## config.mk

```make
export PLATFORM = sky130hd
export DESIGN_NAME = control_sequencer_flat
export DESIGN_NICKNAME = d
export VERILOG_FILES = /design/src/rtl/control_sequencer_if.sv /design/src/rtl/control_sequencer.sv /design/src/flat_wrapper.sv
export SDC_FILE = /design/constraint.sdc
export NUM_CORES = 1
export LEC_CHECK = 0
export ABC_AREA = 1
export CAP_MARGIN = 20
export CELL_PAD_IN_SITES_DETAIL_PLACEMENT = 1
export CELL_PAD_IN_SITES_GLOBAL_PLACEMENT = 2
export CORE_MARGIN = 2
export CORE_UTILIZATION = 27
export CTS_CLUSTER_SIZE = 24
export DETAILED_ROUTE_END_ITERATION = 12
export PLACE_DENSITY_LB_ADDON = 0.1
export REMOVE_ABC_BUFFERS = 1
export SYNTH_ARGS = -nofsm -noshare
export SYNTH_HDL_FRONTEND = slang
export SYNTH_SLANG_ARGS = --single-unit
```

## constraint.sdc

```tcl
create_clock -name clk -period 1.3 [get_ports clk]
set_input_delay 0.195 -clock clk [delete_from_list [all_inputs] [get_ports clk]]
set_output_delay 0.195 -clock clk [all_outputs]
set_load 0.01 [all_outputs]
```

## src/rtl/control_sequencer_if.sv

```systemverilog
// Instruction-fetch bus between the control sequencer (master) and instruction memory (slave).
interface control_sequencer_if;
    logic       mem_req;
    logic [7:0] mem_addr;
    logic       mem_ack;
    logic [7:0] mem_data;

    modport master (output mem_req, mem_addr, input mem_ack, mem_data);
    modport slave  (input mem_req, mem_addr, output mem_ack, mem_data);
endinterface

```

## src/rtl/control_sequencer.sv

```systemverilog
// Fetch/decode/execute sequencer for the Mega-8 datapath; owns the PC and IR.
// Optional single-step PAUSE state is enabled by CONTROL_SEQUENCER_SINGLE_STEP_EN.
module control_sequencer #(
    parameter logic [7:0] RESET_PC = 8'h00
) (
    input  logic                clk,
    input  logic                rst,
    control_sequencer_if.master mem,
    input  logic                run,
`ifdef CONTROL_SEQUENCER_SINGLE_STEP_EN
    input  logic                step,
`endif
    output logic [3:0]          alu_sel,
    output logic [3:0]          rf_addr,
    output logic                acc_we,
    output logic                flags_we,
    output logic                halted,
    output logic                illegal
);
    typedef enum logic [2:0] {
        S_START, S_FETCH, S_DECODE, S_EXEC, S_WB, S_HALT, S_PAUSE
    } state_t;

`ifdef CONTROL_SEQUENCER_SINGLE_STEP_EN
    localparam state_t S_AFTER = S_PAUSE;
`else
    localparam state_t S_AFTER = S_FETCH;
`endif

    state_t     state, state_nxt;
    logic [7:0] pc;
    logic [7:0] ir;
    logic       is_alu;

    assign is_alu = (ir[7:4] != 4'hF);

    always_ff @(posedge clk or posedge rst) begin
        if (rst) state <= S_START;
        else     state <= state_nxt;
    end

    always_comb begin
        state_nxt = state;
        case (state)
            S_START:  state_nxt = S_FETCH;
            S_FETCH:  if (mem.mem_ack) state_nxt = S_DECODE;
            S_DECODE: begin
                if (is_alu)               state_nxt = S_EXEC;
                else if (ir[3:0] == 4'h1) state_nxt = S_HALT;
                else                      state_nxt = S_AFTER;
            end
            S_EXEC:   state_nxt = S_WB;
            S_WB:     state_nxt = S_AFTER;
            S_HALT:   if (run) state_nxt = S_FETCH;
`ifdef CONTROL_SEQUENCER_SINGLE_STEP_EN
            S_PAUSE:  if (step) state_nxt = S_FETCH;
`endif
            default:  state_nxt = S_START;
        endcase
    end

    always_comb begin
        mem.mem_req  = (state == S_FETCH);
        mem.mem_addr = pc;
        acc_we       = (state == S_WB);
        flags_we     = (state == S_WB);
        halted       = (state == S_HALT);
    end

    // alu_sel/rf_addr latch on the way into EXEC so they hold through WB and after
    always_ff @(posedge clk or posedge rst) begin
        if (rst) begin
            pc      <= RESET_PC;
            ir      <= 8'h00;
            alu_sel <= 4'h0;
            rf_addr <= 4'h0;
            illegal <= 1'b0;
        end else begin
            if (state == S_FETCH && mem.mem_ack) begin
                ir <= mem.mem_data;
                pc <= pc + 8'h01;
            end
            if (state == S_DECODE) begin
                if (is_alu) begin
                    alu_sel <= ir[7:4];
                    rf_addr <= ir[3:0];
                end else if (ir[3:1] != 3'b000) begin
                    illegal <= 1'b1;
                end
            end
        end
    end
endmodule

```

## src/flat_wrapper.sv

```systemverilog
// flat-port wrapper written by rule: the top's interface ports become plain ports
module control_sequencer_flat 
#(
    parameter logic [7:0] RESET_PC = 8'h00
)
  (clk, rst, run, alu_sel, rf_addr, acc_we, flags_we, halted, illegal, mem_mem_req, mem_mem_addr, mem_mem_ack, mem_mem_data);
  control_sequencer_if mem_i ();
  input  logic clk;
  input  logic rst;
  input  logic run;
  output logic [3:0] alu_sel;
  output logic [3:0] rf_addr;
  output logic acc_we;
  output logic flags_we;
  output logic halted;
  output logic illegal;
  output wire logic [$bits(mem_i.mem_req)-1:0] mem_mem_req;
  output wire logic [$bits(mem_i.mem_addr)-1:0] mem_mem_addr;
  input wire logic [$bits(mem_i.mem_ack)-1:0] mem_mem_ack;
  input wire logic [$bits(mem_i.mem_data)-1:0] mem_mem_data;
  assign mem_mem_req = mem_i.mem_req;
  assign mem_mem_addr = mem_i.mem_addr;
  assign mem_i.mem_ack = mem_mem_ack;
  assign mem_i.mem_data = mem_mem_data;
  control_sequencer #(.RESET_PC(RESET_PC)) u_core (.clk(clk), .rst(rst), .mem(mem_i), .run(run), .alu_sel(alu_sel), .rf_addr(rf_addr), .acc_we(acc_we), .flags_we(flags_we), .halted(halted), .illegal(illegal));
endmodule
```

## Yosys cells after proc, flatten, opt, wreduce, memory -nomap -nowiden

Cells that the tools add are included.

| storage, ports and cells | value |
|---|---|
| flip-flop bits (word level) | 28 |
| input port bits | 12 |
| output and inout port bits | 21 |
| word-level logic and storage cells | 29 |

| cells by class | value |
|---|---|
| add/subtract/negate cells | 1 |
| eq/ne operators | 9 |
| multiplexer cells | 5 |
| bitwise operators | 1 |
| reductions and logical operators | 7 |

Operator list:

| operator | count |
|---|---|
| $pmux 3 s5 | 1 |
| $mux 3 | 4 |
| $add 8x1->8 const B | 1 |
| $eq 3x2->1 const B | 2 |
| $eq 3x3->1 const B | 2 |
| $eq 4x1->1 const B | 1 |
| $ne 4x4->1 const B | 1 |
| $reduce_and 2->1 | 2 |
| $eq 3x1->1 const B | 1 |
| $logic_not 3->1 | 1 |
| $reduce_and 3->1 | 1 |
| $reduce_bool 3->1 | 1 |
| $ne 2x1->1 const B | 1 |
| $ne 2x2->1 const B | 1 |
| $reduce_or 2->1 | 1 |
| $logic_and 1x1->1 | 1 |
| $not 1->1 | 1 |

## Depth between registers and ports, before layout

| depth | value |
|---|---|
| depth after elaboration | 4 |
| depth in mapped cells | 7 |
| depth with buffers taken out | 7 |

## Least setup slack after synthesis

OpenSTA, ideal clock, no wires.

| timing path | value |
|---|---|
| path type | reg2out |
| start point | reg u_core.state[1] |
| end point | out flags_we |
| arrival time | 0.981 ns |
| required time | 1.105 ns |
| setup slack | 0.124 ns |
| cell stages (with the launch flop) | 3 |
| buffers on the path | 1 |
| cell sequence | dfrtp_1 nor3_1 buf_4 |

| on the way | value |
|---|---|
| cells in the longest elaborated chain, start to end | 1 |

RTL lines:

| what | RTL line | text |
|---|---|---|
| from (decl) | control_sequencer.sv:30 | `state_t state, state_nxt;` |
| from (signal assigned) | control_sequencer.sv:39 | `else state <= state_nxt;` |
| $eq 3x3->1 | n/a |  |
| to (decl) | flat_wrapper.sv:14 | `output logic flags_we;` |

Every way passes these cells.

## Final worst setup path

| timing path | value |
|---|---|
| start point | reg u_core.state[2] |
| end point | out halted |

| on the way | value |
|---|---|
| cells in the longest elaborated chain, start to end | 1 |

RTL lines:

| what | RTL line | text |
|---|---|---|
| $eq 3x3->1 | control_sequencer.sv:67 | `halted = (state == S_HALT);` |
| to (decl) | flat_wrapper.sv:15 | `output logic halted;` |

Every way passes these cells.

==> results.md <==
* DR vias at 1272
* Vias in the first global route at 1360
* Global-route wire length before repair at 6375 µm
* Worst Reg-to-Reg Cells at 8
* Worst-path maximum fanout at 4
* Most used cells in the layout excluding fill and tap cells: 62 x nand2_1, 27 x dfrtp_1, 20 x buf_4, 17 x dlygate4sd2_1, 14 x inv_1
* Die span in x at 73.52 µm
* Layout Cell Area excl Fill at 0.002036 mm²
* Worst setup margin at -28.74 ps
* Average footprint of a synthesized cell at 8.156 µm²
* Nets at 234
* H-tree level count at 1
* CTS Root Buffer Type: clkbuf_8
* Number of hold violations in the final report at 0
* Slew at the pin with the worst max-slew slack at 217.7 ps
* Count of TritonRoute iterations in the first routing pass at 4
* Standard-cell rows at 25
* Clock Path Buffers at 2
* Detail-routed via count per cell at 4.642
* Result of the run: complete, but fails checks
* Final critical path time including I/O delays and setup at 1329 ps
* CORE AREA at 0.004692 mm²
* Number of unique standard cell types used by synthesis at 22
* Setup slack, reg-to-reg at -30 ps
* Final Setup Violations at 10
* Cell Area, Synth at 0.001305 mm²
* Number of fill cells in the layout at 549
* Boundary pin count at 33
* CTS clk-pin slew, worst paths at 90 ps
* FF-to-FF Start: u_core.state[0]
* Tightest hold margin at 250.1 ps
* Share of post-route cells with drive strength above 1 at 0.2773
* Initial antenna violation count at 0
* Max-cap violations at 0
* Seq/Total Area, Yosys at 0.5369
* Worst reg2reg endpoint: u_core.mem.mem_addr[2]
* Area enclosed by the die boundary at 0.005405 mm²
* Number of buffer cells added on primary ports at 32
* Dominant cells by area after synthesis: dfrtp_1 54%, nand2_1 19%, inv_1 4.3%
* Skew-Pair Late Insertion Delay at 270 ps
* Effective utilization at floorplan at 0.2781
* Post-Place Cell Area at 0.001784 mm²
* Cell count after synthesis at 160
* Lkg Pwr at 1.056 nW
* Critical path class: reg2out
* Layout area overhead at 55.99%
* Most common library cell in the layout ignoring fill and taps: nand2_1
* Largest area contributor in the synthesized netlist: dfrtp_1
* YS warnings at 0
* Start point of the critical path: u_core.state[2]
* CP startpoint kind: flop
* Die extent in y at 73.52 µm
* Post-route antenna net violation count at 0
* Total clock buffers created by CTS at 3
* Tcrit/Tclk final at 1.022
* Global route total overflow at 0
* Peak supply drop at 0.7774 mV
* Number of diodes added for antenna fixing at 0
* Failing checks: negative setup slack
* Power density over the cells at 2198 mW/mm²
* Destination of the critical timing path: halted
* Routed wire length at 3771 µm
* Post-Route Skew at 3.009 ps
* Half-perimeter wire length after detailed placement at 2527 µm
* DRT iter0 DRCs at 67
* Number of clock sinks seen by CTS at 28
* RSZ-0062 raised after global routing: yes
* Worst relative slew slack at 0.8547
* CTS tree: yes
* Highest clock rate at 0.7526 GHz
* Hold-fix buffer count after cts at 0
* Gp weighted congestion at 0.8630
* Largest net degree at the start of global routing at 29
* Post-detailed-route DRC marker count at 0
* Overall routing resource usage at 0.1559
* Average detailed-routed wire length per instance at 13.76 µm
* Number of flip-flops and latches in the synthesized netlist at 28
* Arrival @ worst endpoint at 1130 ps
* Type of element capturing the critical path: output pin
* Data required time at the worst endpoint at 1110 ps
* Final core occ at 0.4339
* Type of the most critical hold path: in2async
* Final max-slew violation count at 0
* Portion of synthesized cell area occupied by the leading cell type at 0.5369
registers in the layout, indices dropped and copies added, names as in the netlist:
name,flops
u_core.ir,8
u_core.mem.mem_addr,8
u_core.alu_sel,4
u_core.rf_addr,4
u_core.state,3
u_core.illegal,1
through the flow:
stage          TNS (ps)  cells  worst slack [ps]  power (mW)
3_5_place_dp      -1009    255            -161.8       3.511
3_3_place_gp     -451.7    255            -89.21       3.418
2_1_floorplan    -50.00    156            -31.68       2.423
5_1_grt           -1325    274            -100.5       4.850
6_report         -193.3    274            -28.74       4.475
4_1_cts           -1199    270            -102.9       4.295
worst max-delay path: stages (launching register included):
cell	delay (ps)
dfrtp_1	370
inv_2	80
buf_6	120
nor3_4	150
buf_2	140
how the worst min path moves through the flow:
stage	from	endpoint	slack [ps]	cells past startpoint
finish	rst	u_core.ir[3]	250	3
global route	rst	u_core.ir[3]	280	3
CTS	rst	u_core.ir[3]	260	3
detailed placement	u_core.alu_sel[2]	u_core.alu_sel[2]	470	2
global placement	u_core.rf_addr[0]	u_core.rf_addr[0]	460	2
floorplan	rst	u_core.alu_sel[0]	260	1
logic make-up after synthesis:
family	synth area share
AO/OA/AOI/OAI	0.05848
XOR/XNOR	0.01343
buffers and inverters	0.08053
flip-flops	0.5369
adder cells (fa/ha/maj)	0.009586
AND/OR/NAND/NOR	0.3011
Yosys cell counts, drive strengths merged:
| library cell | number |
|---|---|
| ha | 1 |
| o21ai | 11 |
| dfrtp | 28 |
| inv | 19 |
| xor2 | 2 |
| nor2 | 13 |
| a31o | 1 |
| nand3 | 9 |
| nor3 | 2 |
| nand4 | 3 |
| nand2 | 66 |
| a21oi | 1 |
| buf | 4 |
routing by layer:
layer  global-route usage  share of wire  vias up
met3              0.03018          0.031        6
met5                    0              0        -
met1               0.1742           0.42      625
met2               0.2956           0.54       23
li1                     -              -      618
met4              0.04444          0.012        0
layout make-up:
| type | instances | area (µm²) | share of cell area |
|---|---|---|---|
| Tap cell | 54 | 67.56 | 0.03319 |
| Sequential cell | 28 | 701.9 | 0.3448 |
| Inverter | 19 | 73.82 | 0.03626 |
| Timing Repair Buffer | 60 | 559.3 | 0.2747 |
| Clock buffer | 4 | 55.05 | 0.02704 |
| Multi-Input combinational cell | 109 | 578.1 | 0.2840 |
report_power, final:
group          total [mW]  switching (mW)  internal [mW]  leakage (nW)
sequential           1.47           0.237           1.24         0.354
clock               0.540           0.269          0.271        0.0288
combinational        2.46            1.26           1.20         0.674
total                4.47            1.76           2.71          1.06
timing repair:
action / 4_1_cts / 5_1_grt
gates cloned: 2 / 0
setup endpoints to repair: 29 / 29
pin swaps: 2 / 10
setup buffers: 9 / 5
gates resized for setup: 39 / 22
No activity file was read; power rests on OpenSTA's default activity.
